<file path="src/rtl/cdd_pkg.sv">
// Shared definitions for the sequential carry-disregard divider slice.
// Provides the default operand widths, the divider FSM state type and the
// iteration counter width used by cdd_seq_divider.
package cdd_pkg;

  localparam int A_W_DEF = 8;                  // quotient width
  localparam int B_W_DEF = 4;                  // divisor / remainder width
  localparam int R_W_DEF = A_W_DEF + B_W_DEF;  // dividend width
  localparam int CNT_W   = $clog2(A_W_DEF + 1);

  typedef enum logic [1:0] {
    IDLE = 2'd0,
    BUSY = 2'd1,
    DONE = 2'd2
  } state_t;

endpackage

</file>
<file path="src/rtl/cdd_seq_divider_if.sv">
// Operand/result handshake bundle for cdd_seq_divider.
//   master : producer/consumer side (drives in_valid, dividend, divisor, out_ready)
//   slave  : divider side (drives in_ready, out_valid, quotient, remainder, ovf[, div0])
// Optional macro CDD_DIV0_FLAG_EN adds the div0 result flag.
interface cdd_seq_divider_if
  import cdd_pkg::*;
#(
  parameter int A_W = A_W_DEF,
  parameter int B_W = B_W_DEF
);
  localparam int R_W = A_W + B_W;

  logic           in_valid;
  logic           in_ready;
  logic [R_W-1:0] dividend;
  logic [B_W-1:0] divisor;
  logic           out_valid;
  logic           out_ready;
  logic [A_W-1:0] quotient;
  logic [B_W-1:0] remainder;
  logic           ovf;
`ifdef CDD_DIV0_FLAG_EN
  logic           div0;
`endif

  modport master (
    output in_valid, dividend, divisor, out_ready,
    input  in_ready, out_valid, quotient, remainder, ovf
`ifdef CDD_DIV0_FLAG_EN
    , input div0
`endif
  );

  modport slave (
    input  in_valid, dividend, divisor, out_ready,
    output in_ready, out_valid, quotient, remainder, ovf
`ifdef CDD_DIV0_FLAG_EN
    , output div0
`endif
  );

endinterface

</file>
<file path="src/rtl/cdd_step.sv">
// One restoring-division step (purely combinational).
//   rem      in  B_W  current partial remainder (always < divisor)
//   bit_in   in  1    next dividend bit, MSB first
//   divisor  in  B_W  divisor
//   rem_next out B_W  partial remainder after the step
//   q_bit    out 1    quotient bit produced by the step
module cdd_step #(
  parameter int B_W = 4
) (
  input  logic [B_W-1:0] rem,
  input  logic           bit_in,
  input  logic [B_W-1:0] divisor,
  output logic [B_W-1:0] rem_next,
  output logic           q_bit
);

  logic [B_W:0]   shifted;
  logic [B_W-1:0] trial_lo;

  assign shifted = {rem, bit_in};
  // The trial result is always < divisor when kept, so its carry bit is
  // never needed: the low B_W bits of the wide subtraction are enough.
  assign trial_lo = shifted[B_W-1:0] - divisor;
  assign q_bit    = (shifted >= {1'b0, divisor});
  assign rem_next = q_bit ? trial_lo : shifted[B_W-1:0];

endmodule

</file>
<file path="src/rtl/cdd_seq_divider.sv">
// Sequential restoring divider, inverse of the 8x4 carry-disregard multiplier.
// Divides an R_W-bit dividend by a B_W-bit divisor, one quotient bit per
// clock, producing an A_W-bit quotient and B_W-bit remainder.
//   clk   in  clock, all state on rising edge
//   rst   in  synchronous active-high reset
//   bus   slave modport of cdd_seq_divider_if (operand and result handshakes)
// Quotients that do not fit in A_W bits (including divide-by-zero) finish
// after one clock with quotient all ones, remainder 0, ovf 1.
// Optional macro CDD_DIV0_FLAG_EN adds the registered div0 flag.
module cdd_seq_divider
  import cdd_pkg::*;
#(
  parameter int A_W = A_W_DEF,
  parameter int B_W = B_W_DEF
) (
  input  logic               clk,
  input  logic               rst,
  cdd_seq_divider_if.slave   bus
);

  localparam int R_W = A_W + B_W;
  localparam int CW  = $clog2(A_W + 1);

  state_t         state;
  logic [B_W-1:0] rem;       // partial remainder
  logic [A_W-1:0] q_sr;      // dividend bits shift out of the top, quotient bits in at the bottom
  logic [B_W-1:0] dvs;       // captured divisor
  logic [CW-1:0]  cnt;       // steps completed

  logic           in_ready_r;
  logic           out_valid_r;
  logic [A_W-1:0] quot_r;
  logic [B_W-1:0] rem_r;
  logic           ovf_r;
`ifdef CDD_DIV0_FLAG_EN
  logic           div0_r;
`endif

  logic [B_W-1:0] step_rem;
  logic           step_q;

  cdd_step #(.B_W(B_W)) u_step (
    .rem      (rem),
    .bit_in   (q_sr[A_W-1]),
    .divisor  (dvs),
    .rem_next (step_rem),
    .q_bit    (step_q)
  );

  // NOTE: reset is sampled on the clock edge (synchronous), so rst sits inside the edge-triggered branch, not the sensitivity list.
  // NOTE: all state below uses non-blocking assignments so every register sees pre-edge values.
  always_ff @(posedge clk) begin
    if (rst) begin
      state       <= IDLE;
      rem         <= '0;
      q_sr        <= '0;
      dvs         <= '0;
      cnt         <= '0;
      in_ready_r  <= 1'b1;
      out_valid_r <= 1'b0;
      quot_r      <= '0;
      rem_r       <= '0;
      ovf_r       <= 1'b0;
`ifdef CDD_DIV0_FLAG_EN
      div0_r      <= 1'b0;
`endif
    end else begin
      case (state)
        IDLE: begin
          if (bus.in_valid && in_ready_r) begin
            in_ready_r <= 1'b0;
            dvs        <= bus.divisor;
            // Upper dividend bits >= divisor means the quotient needs more
            // than A_W bits; divisor 0 always lands here.
            if (bus.dividend[R_W-1:A_W] >= bus.divisor) begin
              state       <= DONE;
              out_valid_r <= 1'b1;
              quot_r      <= '1;
              rem_r       <= '0;
              ovf_r       <= 1'b1;
`ifdef CDD_DIV0_FLAG_EN
              div0_r      <= (bus.divisor == '0);
`endif
            end else begin
              state <= BUSY;
              rem   <= bus.dividend[R_W-1:A_W];
              q_sr  <= bus.dividend[A_W-1:0];
              cnt   <= '0;
            end
          end
        end
        BUSY: begin
          rem  <= step_rem;
          q_sr <= {q_sr[A_W-2:0], step_q};
          cnt  <= cnt + 1'b1;
          if (cnt == CW'(A_W - 1)) begin
            state       <= DONE;
            out_valid_r <= 1'b1;
            quot_r      <= {q_sr[A_W-2:0], step_q};
            rem_r       <= step_rem;
            ovf_r       <= 1'b0;
`ifdef CDD_DIV0_FLAG_EN
            div0_r      <= 1'b0;
`endif
          end
        end
        DONE: begin
          if (bus.out_ready) begin
            state       <= IDLE;
            out_valid_r <= 1'b0;
            in_ready_r  <= 1'b1;
          end
        end
        default: state <= IDLE;
      endcase
    end
  end

  assign bus.in_ready  = in_ready_r;
  assign bus.out_valid = out_valid_r;
  assign bus.quotient  = quot_r;
  assign bus.remainder = rem_r;
  assign bus.ovf       = ovf_r;
`ifdef CDD_DIV0_FLAG_EN
  assign bus.div0      = div0_r;
`endif

endmodule

</file>
<file path="src/flat_wrapper.sv">
// flat-port wrapper written by rule: the top's interface ports become plain ports
module cdd_seq_divider_flat import cdd_pkg::*;
#(
  parameter int A_W = A_W_DEF,
  parameter int B_W = B_W_DEF
)
  (clk, rst, bus_in_valid, bus_dividend, bus_divisor, bus_out_ready, bus_in_ready, bus_out_valid, bus_quotient, bus_remainder, bus_ovf);
  cdd_seq_divider_if #(.A_W(A_W), .B_W(B_W)) bus_i ();
  input  logic clk;
  input  logic rst;
  input wire logic [$bits(bus_i.in_valid)-1:0] bus_in_valid;
  input wire logic [$bits(bus_i.dividend)-1:0] bus_dividend;
  input wire logic [$bits(bus_i.divisor)-1:0] bus_divisor;
  input wire logic [$bits(bus_i.out_ready)-1:0] bus_out_ready;
  output wire logic [$bits(bus_i.in_ready)-1:0] bus_in_ready;
  output wire logic [$bits(bus_i.out_valid)-1:0] bus_out_valid;
  output wire logic [$bits(bus_i.quotient)-1:0] bus_quotient;
  output wire logic [$bits(bus_i.remainder)-1:0] bus_remainder;
  output wire logic [$bits(bus_i.ovf)-1:0] bus_ovf;
  assign bus_i.in_valid = bus_in_valid;
  assign bus_i.dividend = bus_dividend;
  assign bus_i.divisor = bus_divisor;
  assign bus_i.out_ready = bus_out_ready;
  assign bus_in_ready = bus_i.in_ready;
  assign bus_out_valid = bus_i.out_valid;
  assign bus_quotient = bus_i.quotient;
  assign bus_remainder = bus_i.remainder;
  assign bus_ovf = bus_i.ovf;
  cdd_seq_divider #(.A_W(A_W), .B_W(B_W)) u_core (.clk(clk), .rst(rst), .bus(bus_i));
endmodule
</file>
<file path="config.mk">
export PLATFORM = sky130hd
export DESIGN_NAME = cdd_seq_divider_flat
export DESIGN_NICKNAME = d
export VERILOG_FILES = /design/src/rtl/cdd_pkg.sv /design/src/rtl/cdd_seq_divider_if.sv /design/src/rtl/cdd_step.sv /design/src/rtl/cdd_seq_divider.sv /design/src/flat_wrapper.sv
export SDC_FILE = /design/constraint.sdc
export NUM_CORES = 1
export LEC_CHECK = 0
export BUFFER_PORTS_ARGS = -buffer_cell sky130_fd_sc_hd__buf_2
export CAP_MARGIN = 20
export CORE_UTILIZATION = 33
export DETAILED_ROUTE_END_ITERATION = 8
export GPL_TIMING_DRIVEN = 1
export PLACE_DENSITY = 0.51
export SETUP_SLACK_MARGIN = 0.02
export SYNTH_ARGS = -nofsm -noshare
export SYNTH_HDL_FRONTEND = slang
export SYNTH_SLANG_ARGS = --single-unit
</file>
<file path="constraint.sdc">
create_clock -name clk -period 4.3 [get_ports clk]
set_input_delay 0.86 -clock clk [delete_from_list [all_inputs] [get_ports clk]]
set_output_delay 0.86 -clock clk [all_outputs]
set_load 0.01 [all_outputs]
</file>
==> metrics.cfg, run 1 <==
[floorplan]
ios=35
rows=27
die_area_um2=6130
core_area_um2=5540
die_w_um=78.3
start_util_pct=34.6
chipHeight_um=78.3

[power]
ir_drop_mv=0.205
power_density_nw_per_um2=427
leakagePower_nw=0.886

[detailed_routing]
wl_um=4490
viasPerCell=5.17
drt-wirelength-per-cell_um=13.7
final_antenna_net_count=0
drt-initial-drc-count=77
drc=0
first_pass_iters=4
vias=1689

[layout]
syn_to_final_growth_pct=14.9
layout.nets=285
layout-drive-gt1-share_pct=20.4
nFillCells=618
num_antenna_cells=0
instances_no_fill=327

[cts]
clk_latency_ns=0.28
cts_resized=0
cts_max_path_buffers=2
cts_tree=yes
htreeDepth=2
path_clk_slew_ns=0.07
clock-sinks=37
cts_hold_buffers=0
cts-root-buf=clkbuf_8
numCtsBuffers=5
post_cts_buffers=0

[global_routing]
grt_max_degree=38
grt_overflow=0
grt_use_total_pct=15.4
grt_pass1_vias=1561
antenna_found_initial=0
grt_first_pass_wirelength_um=7360

[placed_design]
place_congestion=0.772
placed_cells=319
dp_hpwl_um=3170
io_buffers=34

[sta]
worst_pin_slew_ns=0.888
clock.fmax_mhz=361
maxSlewHeadroom_pct=40.8
rsz0062_at_grt=no
hold_ws_ns=0.457
finalSetupTns_ns=0
setup_viol=0
period_share_pct=64.3
hold_viol=0
min_period_ns=2.77
slew_violations=0
finClkSkew_ns=0.00679

[setup_path]
startpoint_type=input port
worst_setup_path_end_kind=flip-flop
crit_fanout=24
critPathKind=in -> reg
required_ns=4.49
worstPathArrival_ns=2.96

[run]
cap_violations=0

[logic_synthesis]
seq_area_frac_synth_pct=38.6
synth_edf_count=0
synth_top_area_share_pct=38.6
synth_top_family_by_area=compound AO/OA/AOI/OAI gates
synth_top_area_cell=dfxtp_1
avgSynthCellArea_um2=8.46
ys_types=40
synth_mux_area_share_pct=0
synth_compound_area_share_pct=24.8
ys_warn_count=0
netlist_top_cells_area=dfxtp_1, nor2_1, ha_1
yosys.area_share.simple_pct=22.6
syn_inst=227
syn_nets=257
async_flop_share_pct=0
synth_xor_area_share_pct=1.37
synth-seq-cells=37
synth_top_flop_cell=dfxtp_1
syn_area_um2=1920
synth_adder_area_share_pct=6.91

[hold_path]
hold_path.class=reg -> reg

[outcome]
outcome=complete, no violations

-- state kept, by name, summed over array words and instances (netlist names) --
name                  flops
u_core.q_sr               8
u_core.bus.in_ready       1
u_core.dvs                4
u_core.bus.quotient       8
u_core.bus.remainder      4
u_core.bus.ovf            1
u_core.state              2
u_core.cnt                4
u_core.bus.out_valid      1
u_core.rem                4
-- layout make-up --
type	instances	area (um^2)	share of cell area, %
Clock buffer	7	86.3	3.92
Inverter	11	41.3	1.87
Multi-Input combinational cell	165	1070	48.5
Sequential cell	37	741	33.6
Tap cell	72	90.1	4.09
Timing Repair Buffer	35	178	8.06
-- cell usage in the layout (no fill, tap or decap), types with 5 or more instances in the layout --
cell,count
dfxtp_1,37
buf_2,34
nor2_1,31
nand2_1,28
nor3_1,16
inv_1,10
a21oi_1,10
ha_1,9
o21ai_0,8
a311oi_2,7
a311oi_1,6
clkbuf_8,6
nand3b_1,5
a31oi_1,5
a211oi_1,5
-- kinds of logic after synthesis --
kind of cell,after synthesis
AOI/OAI and AO/OA,57
and+or+nand+nor,95
xor gates and xnor gates,3
DFF,37
adders and majority gates,10
buffers and inverters,25
-- layer usage --
layer	track usage (%)	vias to the layer above	wire length, um	share of wire, %
met3	3.60	5	143	3.2
met4	5.56	0	46	1.0
met5	0	-	0	0
met2	24.6	25	2050	46
li1	-	864	-	-
met1	20.2	795	2250	50
-- power breakdown --
part | leakage [nW] | internal, mW | switching (mW)
Sequential | 0.303 | 0.383 | 0.0328
Clock | 0.0443 | 0.127 | 0.121
Combinational | 0.539 | 0.109 | 0.168
-- worst max-delay path, stage by stage --
cell      delay, ns
buf_2          0.10
ha_1           0.27
or3b_1         0.43
a211o_1        0.34
a21oi_4        0.58
nor2_1         0.11
a311oi_2       0.26
-- through the flow --
stage	setup WS, ns	area, um^2	total power, mW	utilization [%]
6_report	1.53	2200	0.941	39.8
5_1_grt	1.37	2200	1.00	39.8
2_1_floorplan	1.74	1920	0.634	-
3_3_place_gp	1.29	2110	0.697	38.1
3_5_place_dp	1.24	2110	0.697	38.1
4_1_cts	1.53	2200	0.949	39.7
-- cells in the mapped netlist, types with 2 or more instances --
library cell and n:
a2111o_1 2, a211oi_1 5, a21o_1 3, a21oi_1 10, a22oi_1 2, a311oi_1 6, a311oi_2 7, a31oi_1 5
buf_2 7, clkbuf_1 5, dfxtp_1 37, ha_1 9, inv_1 10, nand2_1 28, nand2b_1 3, nand3_1 2
nand3b_1 5, nor2_1 31, nor2b_1 2, nor3_1 16, nor4_1 3, o21ai_0 8, o21bai_1 2, or2_2 2
xor2_1 2
-- final timing paths --
| check | from | end | slack (ns) | depth (start not counted) |
|---|---|---|---|---|
| hold / removal | u_core.dvs[3]$_SDFFE_PP0P_ | u_core.dvs[3]$_SDFFE_PP0P_ | 0.46 | 2 |
| hold reg to reg | u_core.dvs[3]$_SDFFE_PP0P_ | u_core.dvs[3]$_SDFFE_PP0P_ | 0.46 | 2 |
| setup reg to reg | u_core.state[1]$_SDFFE_PP0P_ | u_core.bus.quotient[4]$_SDFFE_PP0P_ | 1.87 | 5 |
| setup / recovery | bus_divisor[0] | u_core.q_sr[2]$_SDFFE_PP0P_ | 1.53 | 7 |
Note: power is estimated with default switching activity, not from simulation.
==> run 2, diff against run 1 <==
==> constraint.sdc (replaced) <==
create_clock -name clk -period 2.55 [get_ports clk]
set_input_delay 0.51 -clock clk [delete_from_list [all_inputs] [get_ports clk]]
set_output_delay 0.51 -clock clk [all_outputs]
set_load 0.01 [all_outputs]
==> metrics.cfg, run 2 (same netlist as run 1, synthesis figures left out) <==
[outcome]
outcome=complete, no violations

[layout]
mostFrequentLayoutCell=dfxtp_1
layout-drive-gt1-share_pct=21.9  ; +1.5 points
multi_input_comb_area_um2=1070  ; unchanged
nFillCells=603  ; -2.4%
final_cell_mix=dfxtp_1, buf_2, nor2_1, nand2_1, nor3_1
layout.nets=290  ; +1.8%
num_antenna_cells=0  ; unchanged
syn_to_final_growth_pct=17.5
register_area_um2=741  ; unchanged

[sta]
finalSetupTns_ns=0  ; unchanged
clock.fmax_mhz=462
period_share_pct=84.9
rsz0062_at_grt=no
fin_ws_ns=0.385  ; -1.15 ns
min_period_ns=2.16
slew_violations=0  ; unchanged
hold_ws_ns=0.458  ; +0.000219 ns
maxSlewHeadroom_pct=66.3  ; +25 points
finClkSkew_ns=0.00418  ; -0.00261 ns
setup_viol=0  ; unchanged
hold_viol=0  ; unchanged
worst_pin_slew_ns=0.504  ; -0.383 ns

[cts]
clock-sinks=37  ; unchanged
cts_hold_buffers=0  ; unchanged
post_cts_buffers=0  ; unchanged
cts-root-buf=clkbuf_8
path_clk_slew_ns=0.07  ; about the same
cts_max_path_buffers=2  ; unchanged
clk_latency_ns=0.28  ; about the same
cts_tree=yes
htreeDepth=2  ; unchanged
numCtsBuffers=5  ; unchanged
cts_resized=0  ; unchanged

[setup_path]
worst_setup_path_end_kind=flip-flop
worstPathArrival_ns=2.36  ; -0.60 ns
crit_chain=inv_1, ha_1, nand2b_1, a2111oi_4, or2_2, a31oi_1, a311oi_2
cpMaxStageDelayCell=a2111oi_4
crit_family=compound AO/OA/AOI/OAI gates
crit_fanout=5  ; -79%
required_ns=2.74  ; -1.75 ns
critPathBufInv=1  ; unchanged
critPathKind=reg -> reg
startpoint_type=flip-flop
max_stage_delay_ns=0.47  ; -0.11 ns

[detailed_routing]
final_antenna_net_count=0  ; unchanged
viasPerCell=5.11  ; -0.98%
drt-wirelength-per-cell_um=13.4  ; -2.0%
drt-initial-drc-count=87  ; +13%
drc=0  ; unchanged
wl_um=4470  ; -0.51%
first_pass_iters=4  ; unchanged
vias=1698  ; +0.53%

[global_routing]
grt_overflow=0  ; unchanged
grt_first_pass_wirelength_um=7710  ; +4.9%
grt_use_total_pct=16.0  ; +0.61 points
grt_max_degree=26  ; -32%
grt_pass1_vias=1657  ; +6.1%
antenna_found_initial=0  ; unchanged

[power]
power_density_nw_per_um2=711  ; +67%
ir_drop_mv=0.280  ; +37%
leakagePower_nw=0.914  ; +3.1%

[floorplan]
die_w_um=78.3  ; unchanged
ios=35  ; unchanged
start_util_pct=34.6  ; unchanged
rows=27  ; unchanged
chipHeight_um=78.3  ; unchanged
die_area_um2=6130  ; unchanged
core_area_um2=5540  ; unchanged

[run]
cap_violations=0  ; unchanged

[placed_design]
pre_cts_ws_ns=0.131  ; -1.10 ns
io_buffers=34  ; unchanged
dp_hpwl_um=3290  ; +3.8%
place_congestion=0.772  ; -0.12%

[hold_path]
hold_path.class=reg -> reg

[run 2: cell count changes in the layout (fill, tap and decap cells not counted), sizes merged]
cell  delta
buf      +5
[run 2: worst paths after layout]
path                                     from                          to  slack (ns)  depth (start not counted)
setup / recovery  u_core.q_sr[7]$_SDFFE_PP0P_  u_core.rem[2]$_SDFFE_PP0P_        0.39                          7
hold / removal     u_core.dvs[2]$_SDFFE_PP0P_  u_core.dvs[2]$_SDFFE_PP0P_        0.46                          2
setup reg to reg  u_core.q_sr[7]$_SDFFE_PP0P_  u_core.rem[2]$_SDFFE_PP0P_        0.39                          7
hold reg to reg    u_core.dvs[2]$_SDFFE_PP0P_  u_core.dvs[2]$_SDFFE_PP0P_        0.46                          2
[run 2: per-layer routing]
layer	vias up	GRT usage (%)	routed length [um]
met5	-	0	0
met4	0	6.11	64
met3	7	3.60	116
met2	21	25.9	1990
met1	795	20.7	2290
li1	875	-	-
[run 2: worst min-delay path: cells and delay by family, from the launching register on]
family	cells	cell delay (ns)
DFF	1	0.31
and+or+nand+nor	1	0.05
AOI/OAI and AO/OA	1	0.05
[run 2: layout make-up]
cell class / count / share of cell area [%]
inverter: 11 / 1.83
tap: 72 / 4.00
clock buffer: 7 / 3.83
timing repair buffer: 40 / 10.1
multi-input combinational: 165 / 47.4
sequential: 37 / 32.9
[run 2: metrics by stage]
stage	power (mW)	cell area (um^2)	utilization (%)	cells
6_report	1.60	2250	40.7	332
5_1_grt	1.71	2250	40.7	332
4_1_cts	1.63	2250	40.7	332
3_5_place_dp	1.20	2170	39.1	325
3_3_place_gp	1.20	2170	39.1	325
2_1_floorplan	1.07	1920	-	227
[run 2: report_power, final]
group	total (mW)	switching, mW	internal [mW]	leakage (nW)
clock network	0.414	0.200	0.215	0.0443
registers	0.702	0.0565	0.646	0.303
logic	0.487	0.283	0.204	0.566
total	1.60	0.539	1.06	0.914
==> run 3, diff against run 2 <==
--- a/config.mk
+++ b/config.mk
@@ -10,7 +10,7 @@
 export CORE_UTILIZATION = 33
 export DETAILED_ROUTE_END_ITERATION = 8
 export GPL_TIMING_DRIVEN = 1
-export PLACE_DENSITY = 0.51
+export PLACE_DENSITY = 0.53
 export SETUP_SLACK_MARGIN = 0.02
 export SYNTH_ARGS = -nofsm -noshare
 export SYNTH_HDL_FRONTEND = slang
==> constraint.sdc (replaced) <==
create_clock -name clk -period 1.85 [get_ports clk]
set_input_delay 0.37 -clock clk [delete_from_list [all_inputs] [get_ports clk]]
set_output_delay 0.37 -clock clk [all_outputs]
set_load 0.01 [all_outputs]
==> metrics.cfg, run 3 (same netlist as run 1, synthesis figures left out) <==
[detailed_routing]
drc=0  ; unchanged
viasPerCell=5.07  ; -0.81%
first_pass_iters=4  ; unchanged
vias=1877  ; +11%
wl_um=5210  ; +17%
final_antenna_net_count=0  ; unchanged
drt-initial-drc-count=104  ; +20%
drt-wirelength-per-cell_um=14.1  ; +4.7%

[setup_path]
worst_setup_path_end_kind=flip-flop
r2r_start=u_core.q_sr[7]$_SDFFE_PP0P_
crit_chain=inv_2, ha_4, nand2b_4, a2111oi_4, or2_4, a31oi_2, a311oi_2
crit_fanout=5  ; unchanged
critPathKind=reg -> reg
worstPathArrival_ns=2.11  ; -0.25 ns
max_stage_delay_ns=0.42  ; -0.05 ns
startpoint_type=flip-flop
cpMaxStageDelayCell=a2111oi_4
r2r-end=u_core.rem[2]$_SDFFE_PP0P_
required_ns=2.07  ; -0.67 ns
rrSetupSlack_ns=-0.04  ; -0.42 ns
rr_worst_depth=7  ; unchanged

[layout]
final_area_um2=2880  ; +28%
mostFrequentLayoutCell=buf_4
layout.nets=327  ; +13%
nFillCells=549  ; -9.0%
layout-drive-gt1-share_pct=45.0  ; +23 points
final_util_pct=52.0  ; +11 points
syn_to_final_growth_pct=50.1
final_cell_mix=buf_4, buf_2, dfxtp_1, nand2_1, nor2_1
num_antenna_cells=0  ; unchanged

[floorplan]
chipHeight_um=78.3  ; unchanged
die_area_um2=6130  ; unchanged
die_w_um=78.3  ; unchanged
start_util_pct=34.6  ; unchanged
core_area_um2=5540  ; unchanged
rows=27  ; unchanged
ios=35  ; unchanged

[sta]
hold_ws_ns=0.305  ; -0.152 ns
fin_ws_ns=-0.0375  ; -0.423 ns
period_share_pct=102  ; +17 points
finClkSkew_ns=0.00727  ; +0.00309 ns
clock.fmax_mhz=530  ; +15%
min_period_ns=1.89  ; -0.277 ns
maxSlewHeadroom_pct=64.4  ; -1.9 points
slew_violations=0  ; unchanged
setup_viol=8  ; +8
worst_pin_slew_ns=0.534  ; +0.0299 ns
rsz0062_at_grt=yes
hold_viol=0  ; unchanged

[power]
ir_drop_mv=0.361  ; +29%
pwr-share-seq_pct=36.3  ; -7.5 points
leakagePower_nw=1.16  ; +27%
pwr-share-clk_pct=21.2  ; -4.6 points
p_sw_uw=964  ; +79%
power_density_nw_per_um2=941  ; +32%
finalPower_mw=2.71  ; +69%
p_int_mw=1.75  ; +64%
swShare_pct=35.6  ; +2.0 points
combPwrFrac_pct=42.5  ; +12 points

[placed_design]
place_congestion=0.782  ; +1.4%
place_area_um2=2460  ; +14%
dp_hpwl_um=3660  ; +11%
io_buffers=34  ; unchanged

[global_routing]
grt_pass1_vias=1756  ; +6.0%
grt_use_total_pct=18.0  ; +2.0 points
grt_overflow=0  ; unchanged
grt_first_pass_wirelength_um=8430  ; +9.3%
grt_max_degree=26  ; unchanged
antenna_found_initial=0  ; unchanged

[cts]
cts_max_path_buffers=2  ; unchanged
path_clk_slew_ns=0.08  ; about the same
htreeDepth=2  ; unchanged
cts_tree=yes
numCtsBuffers=5  ; unchanged
cts_hold_buffers=0  ; unchanged
clock-sinks=37  ; unchanged
cts-root-buf=clkbuf_8
clk_latency_ns=0.30  ; +0.02 ns

[outcome]
outcome=complete, but fails checks
failed_checks=setup timing

[hold_path]
hp-start=bus_out_ready
holdPathStages=2  ; unchanged
hold_path_end=u_core.bus.out_valid$_SDFFE_PP0P_
hold_path.class=in -> reg

[run]
cap_violations=0  ; unchanged

run 3: changes by cell type in the layout (fill, tap and decap cells not counted), sizes merged:
cell	before	now
buf	40	77
clkbuf	7	5
clkinv	1	3
clkinvlp	0	1
run 3: cell type report:
type | instances | area [um^2] | share of cell area [%]
Clock buffer | 5 | 68.8 | 2.39
Inverter | 11 | 53.8 | 1.87
Clock inverter | 3 | 17.5 | 0.608
Sequential cell | 37 | 746 | 25.9
Timing Repair Buffer | 77 | 589 | 20.5
Tap cell | 72 | 90.1 | 3.13
Multi-Input combinational cell | 165 | 1320 | 45.7
run 3: critical path, delay by kind of cell, from the launching register on:
| family | cells | cell delay, ns |
|---|---|---|
| buffers and inverters | 1 | 0.04 |
| and+or+nand+nor | 2 | 0.41 |
| AOI/OAI and AO/OA | 3 | 0.78 |
| DFF | 1 | 0.34 |
| adders and majority gates | 1 | 0.23 |
run 3: metrics by stage:
stage          cells  TNS [ns]  setup WS [ns]
2_1_floorplan    227     -1.56         -0.143
3_3_place_gp     350     -9.70         -0.403
3_5_place_dp     350     -9.77         -0.423
4_1_cts          369    -0.203        -0.0684
5_1_grt          370    -0.940         -0.105
6_report         370    -0.125        -0.0375
run 3: worst max path at each step:
stage                                 from                          end  slack (ns)  cells past startpoint
2_1_floorplan              bus_dividend[8]   u_core.rem[2]$_SDFFE_PP0P_       -0.14                      8
3_3_place_gp               bus_dividend[8]  u_core.q_sr[0]$_SDFFE_PP0P_       -0.40                      9
3_5_place_dp               bus_dividend[8]  u_core.q_sr[7]$_SDFFE_PP0P_       -0.42                      9
4_1_cts         u_core.dvs[3]$_SDFFE_PP0P_   u_core.rem[1]$_SDFFE_PP0P_       -0.07                      8
5_1_grt        u_core.q_sr[7]$_SDFFE_PP0P_   u_core.rem[3]$_SDFFE_PP0P_       -0.11                      7
6_report       u_core.q_sr[7]$_SDFFE_PP0P_   u_core.rem[2]$_SDFFE_PP0P_       -0.04                      7
run 3: per-layer routing:
layer  vias to the layer above  GRT usage [%]  wire length (um)
met1                       874           23.8              2420
met5                         -              0                 0
li1                        952              -                 -
met2                        44           28.3              2430
met4                         0           5.93                65
met3                         7           5.00               295
run 3: power groups by stage:
stage               registers, mW  logic [mW]  clock network [mW]
global route                0.996        1.26               0.623
finish                      0.983        1.15               0.575
detailed placement          0.991       0.882                   0
global placement            0.990       0.878                   0
floorplan                   0.987       0.575                   0
CTS                         0.981        1.07               0.582
run 3: what timing repair did:
action / CTS / global route
gates cloned: 1 / 1
setup buffers: 10 / 1
resized for setup: 25 / 26
pin swaps: 11 / 16
setup endpoints to repair: 24 / 27
